$ cat src/rtl/vga_pixel_stream.sv
// vga_pixel_stream: buffers an SOF-marked pixel stream and locks it to the VGA raster.
// Outputs rgb/de/hsync/vsync with a fixed, mutually aligned 2-cycle latency.
module vga_pixel_stream #(
  parameter int WIDTH      = 10,
  parameter int PIX_W      = 12,
  parameter int FIFO_DEPTH = 16
) (
  input  logic             clk,
  input  logic             rst,
  input  logic [WIDTH-1:0] hcount,
  input  logic [WIDTH-1:0] vcount,
  input  logic             hsync_in,
  input  logic             vsync_in,
  input  logic             hblank_in,
  input  logic             vblank_in,
  input  logic [PIX_W-1:0] s_data,
  input  logic             s_sof,
  input  logic             s_valid,
  output logic             s_ready,
  output logic [PIX_W-1:0] rgb,
  output logic             hsync,
  output logic             vsync,
  output logic             de,
  output logic             locked,
  output logic             err,
  input  logic             err_clr
);
  localparam int AW = $clog2(FIFO_DEPTH);
  typedef enum logic [1:0] {SEEK, WAIT, STREAM} state_t;
  state_t r_state, w_nxt;
  logic [PIX_W:0] r_mem [FIFO_DEPTH];
  logic [AW:0] r_wp, r_rp;
  logic r_rdy, r_act1, r_hs1, r_vs1;
  logic [PIX_W-1:0] r_pix1, w_pix, w_head_data;
  logic w_empty, w_full, w_push, w_pop, w_err, w_act, w_fstart, w_head_sof;
  assign w_empty  = r_wp == r_rp;
  assign w_full   = (r_wp[AW] != r_rp[AW]) && (r_wp[AW-1:0] == r_rp[AW-1:0]);
  assign s_ready  = r_rdy && !w_full;
  assign w_push   = s_valid && s_ready;
  assign {w_head_sof, w_head_data} = r_mem[r_rp[AW-1:0]];
  assign w_act    = !hblank_in && !vblank_in;
  assign w_fstart = w_act && hcount == '0 && vcount == '0;
  assign locked   = r_state == STREAM;
  always_comb begin
    w_nxt = r_state;
    w_pop = 1'b0;
    w_err = 1'b0;
    w_pix = '0;
    case (r_state)
      SEEK: begin
        w_pop = !w_empty && !w_head_sof;
        w_nxt = (!w_empty && w_head_sof) ? WAIT : SEEK;
      end
      WAIT: if (w_fstart && !w_empty) begin
        w_pop = 1'b1;
        w_pix = w_head_data;
        w_nxt = STREAM;
      end
      default: if (w_act) begin
        // an SOF head must coincide exactly with fstart, otherwise the stream has slipped
        if (w_empty || (w_head_sof != w_fstart)) begin
          w_err = 1'b1;
          w_nxt = (!w_empty && w_head_sof) ? WAIT : SEEK;
        end else begin
          w_pop = 1'b1;
          w_pix = w_head_data;
        end
      end
    endcase
  end
  always_ff @(posedge clk)
    if (w_push) r_mem[r_wp[AW-1:0]] <= {s_sof, s_data};
  always_ff @(posedge clk or posedge rst)
    if (rst) begin
      r_state <= SEEK;
      r_wp    <= '0;
      r_rp    <= '0;
      r_rdy   <= 1'b0;
      err     <= 1'b0;
      r_pix1  <= '0;
      r_act1  <= 1'b0;
      r_hs1   <= 1'b0;
      r_vs1   <= 1'b0;
      rgb     <= '0;
      de      <= 1'b0;
      hsync   <= 1'b0;
      vsync   <= 1'b0;
    end else begin
      r_state <= w_nxt;
      r_wp    <= r_wp + {{AW{1'b0}}, w_push};
      r_rp    <= r_rp + {{AW{1'b0}}, w_pop};
      r_rdy   <= 1'b1;
      err     <= w_err || (err && !err_clr);
      r_pix1  <= w_pix;
      r_act1  <= w_act;
      r_hs1   <= hsync_in;
      r_vs1   <= vsync_in;
      rgb     <= r_act1 ? r_pix1 : '0;
      de      <= r_act1;
      hsync   <= r_hs1;
      vsync   <= r_vs1;
    end
endmodule

$ cat config.mk
export PLATFORM = sky130hd
export DESIGN_NAME = vga_pixel_stream
export DESIGN_NICKNAME = d
export VERILOG_FILES = /design/src/rtl/vga_pixel_stream.sv
export SDC_FILE = /design/constraint.sdc
export NUM_CORES = 1
export LEC_CHECK = 0
export ABC_CLOCK_PERIOD_IN_PS = 3700
export BUFFER_PORTS_ARGS = -buffer_cell sky130_fd_sc_hd__clkbuf_2
export CORE_MARGIN = 1
export CORE_UTILIZATION = 60
export DETAILED_ROUTE_END_ITERATION = 12
export PLACE_DENSITY = 0.79
export SLEW_MARGIN = 20
export SYNTH_ARGS = -nofsm -noshare
export SYNTH_HDL_FRONTEND = slang
export SYNTH_SLANG_ARGS = --single-unit
$ cat constraint.sdc
create_clock -name clk -period 3.7 [get_ports clk]
set_input_delay 0.185 -clock clk [delete_from_list [all_inputs] [get_ports clk]]
set_output_delay 0.185 -clock clk [all_outputs]
set_load 0.02 [all_outputs]
==> metrics <==
status=finished, final reports clean; initial antenna violation count=1; power per cell area=560 nW/um^2; Clock Tree Buf Depth=3; crit path buf inv count=0; mapped cell area=a little under 10000 sq um; Starting Density=0.612; Num Clock Sinks=252; setup_tns=0 ns; vias=roughly 4800; met2 WL post-DR=9170 um; post-DP HPWL=11800 um; Post-Syn Instances=466; Slew Limit Fails=0; area share of the largest cell type after synthesis=0.645; Top delay family on crit path=multiplexers; Placed Area=10400 sq um; reg-to-reg endpoint=r_rp[4]; Post-synth EDFFs=208; Syn-to-layout area delta=16.2%; Unique masters post-synth=40; Avg Cell Area, Syn=about 21 sq um; endpoint class of the critical path=flip-flop; layout cell share with drive strength beyond 1=0.354; Worst setup SP type=flip-flop; DR WL met3=1620 um; total grt overflow=0; gr usage total=0.244; Setup crit start=r_rp[1]; critical path arrival=about 3.4 ns; via/cell ratio=6.04; maximum vdd drop=0.500 mV; CP max-delay cell=dfrtp_2; drt total wl=approximately 19000 um; Pre-antenna DRT Iters=4; vias in the first global route=5001; chip height=129 um; CTS tree=built; HP Class=in -> reg; # port buffers=58; first-pass GRT wire length=29000 um; Post-DRT Antenna Nets=0; highest routed layer=met5; row count=46; RSZ-0062 raised after global routing=false; Hold Violations, Final=0; routability congestion estimate=0.827; reg2reg start=r_rp[1]; metal1 wirelength=between 7000 and 8000 um; Die Footprint=16700 sq um; Peak Freq=approximately 340 MHz; Leak=around 0.004 uW; H-tree Lvls=1; top_reg_cell synth=edfxtp_1; clk_skew=about 0.025 ns; synth warn=0; final setup violation count=0; reg2reg path depth=9; die span in x=between 100 and 150 um; Post-Layout Inst Area=around 11000 sq um; crit path max fanout=15; Yosys top cell by area=edfxtp_1; post-DR wirelength/cell=23.7 um; Mapped Nets=just over 500; post-CTS setup buffers=0; largest net degree at the start of global routing=45; Most common cell on crit path=ha_1; R2R Setup Slk=around 0.76 ns; HP Start=vblank_in; drt initial violations=422; Worst-path clk slew=0.06 ns; most common cell after layout, fill and taps aside=edfxtp_1; Rel. slew slack=0.428; Req. time, crit path=~4.1 ns; most frequent cells in the layout=208 x edfxtp_1, 63 x mux4_2, 58 x clkbuf_2; CP Cell Sequence=mux4_2 -> mux2_2 -> a22oi_4 -> mux2i_1 -> a31oi_1 -> ha_1 -> ha_1 -> nand3_1 -> xnor2_1; Tmin final=around 2.9 ns; drt drc=0; final net count=610; Tcrit/Tclk final=0.795; worst slew pin tran=between 0.8 and 0.9 ns; synthesized flop and latch total=roughly 250; WHS Endpoint=r_state[1]; Clock Root Buffer=clkbuf_16; ANT cells=0; Core Area=approximately 16000 sq um; Post-synth ARST share=0.175; slowest cell delay on critical path=around 0.63 ns; Worst-Skew Late Latency=approximately 0.53 ns; register area share after synthesis=0.758; WHS Path Cells=4; critical path class=reg -> reg; Max Cap Viol=0; Boundary Pins=between 50 and 60; ranking of synthesized cells by area=edfxtp_1 64%, mux4_2 15%, dfrtp_1 11%; number of CTS-inserted buffers=26
[worst max path at each step]
stage | slack, ns | end | cells after the start
after global routing | 0.54 | r_mem[7][12] | 6
after floorplan | 0.71 | r_mem[0][0] | 6
after global placement | 0.80 | r_mem[14][1] | 5
final | 0.76 | r_rp[4] | 9
after detailed placement | 0.78 | r_rp[4] | 9
after CTS | 0.74 | r_rp[4] | 9
[power by group]
group	switching (uW)	leakage [uW]	internal [uW]
clock	1020	0.000393	1410
combinational	347	0.00113	230
sequential	71.5	0.00245	3230
total	1430	0.00397	4870
[per-stage QoR]
stage               instances  power (uW)  hold WS [ns]  setup WS [ns]  utilization
floorplan                 466        3690         0.216          0.709            -
global placement          747        3890        0.0729          0.800        0.657
detailed placement        747        3920        0.0872          0.776        0.657
CTS                       800        6350        0.0645          0.744        0.711
global route              800        6510        0.0821          0.535        0.711
finish                    800        6300        0.0677          0.758        0.711
[kinds of logic after synthesis]
family,count (synthesis),share of synthesized area
muxes,67,0.151
DFF,252,0.758
buffers and inverters,25,0.0115
AOI/OAI and AO/OA,28,0.0229
adders and majority gates,4,0.00516
and+or+nand+nor,76,0.0395
xor gates and xnor gates,13,0.0117
other,1,0.000387
[synth_stat cells (all sizes together) (4+ instances only)]
cell and instances:
ha 4, nor2 16, and2 13, mux4 63, nor3 5, o21ai 4
clkbuf 12, nand3 7, edfxtp 208, nor4 5, xor2 7, a21oi 14
dfrtp 44, xnor2 6, buf 10, nand2 19
[flip-flops by register name, summed over array words and instances, names as in the netlist]
register and count:
de 1, err 1, hsync 1, r_act1 1, r_hs1 1, r_mem 208
r_pix1 12, r_rdy 1, r_rp 5, r_state 2, r_vs1 1, r_wp 5
rgb 12, vsync 1
[timing repair]
item	in CTS	in global routing
endpoints found under the hold margin	48	0
gates resized for setup	0	0
hold buffers	6	0
setup endpoints to repair	0	0
[worst min-delay path, stage by stage]
cell and delay, ns:
clkbuf_2 0.09, o21ai_0 0.09, o21ai_0 0.08, a31o_1 0.10
[cell type report]
class,instances,area (sq um)
Multi-Input combinational cell,189,2250
Tap cell,216,270
Clock buffer,36,708
Clock inverter,11,95.1
Timing Repair Buffer,93,568
Fill cell,926,4570
Sequential cell,252,7350
Inverter,3,11.3
[metal layers]
metal  track usage  up-vias
met1         0.327     2466
met3        0.0669       50
met2         0.392      225
met4        0.0865        2
li1              -     2086
met5             0        -
(Power assumes the default switching activity.)
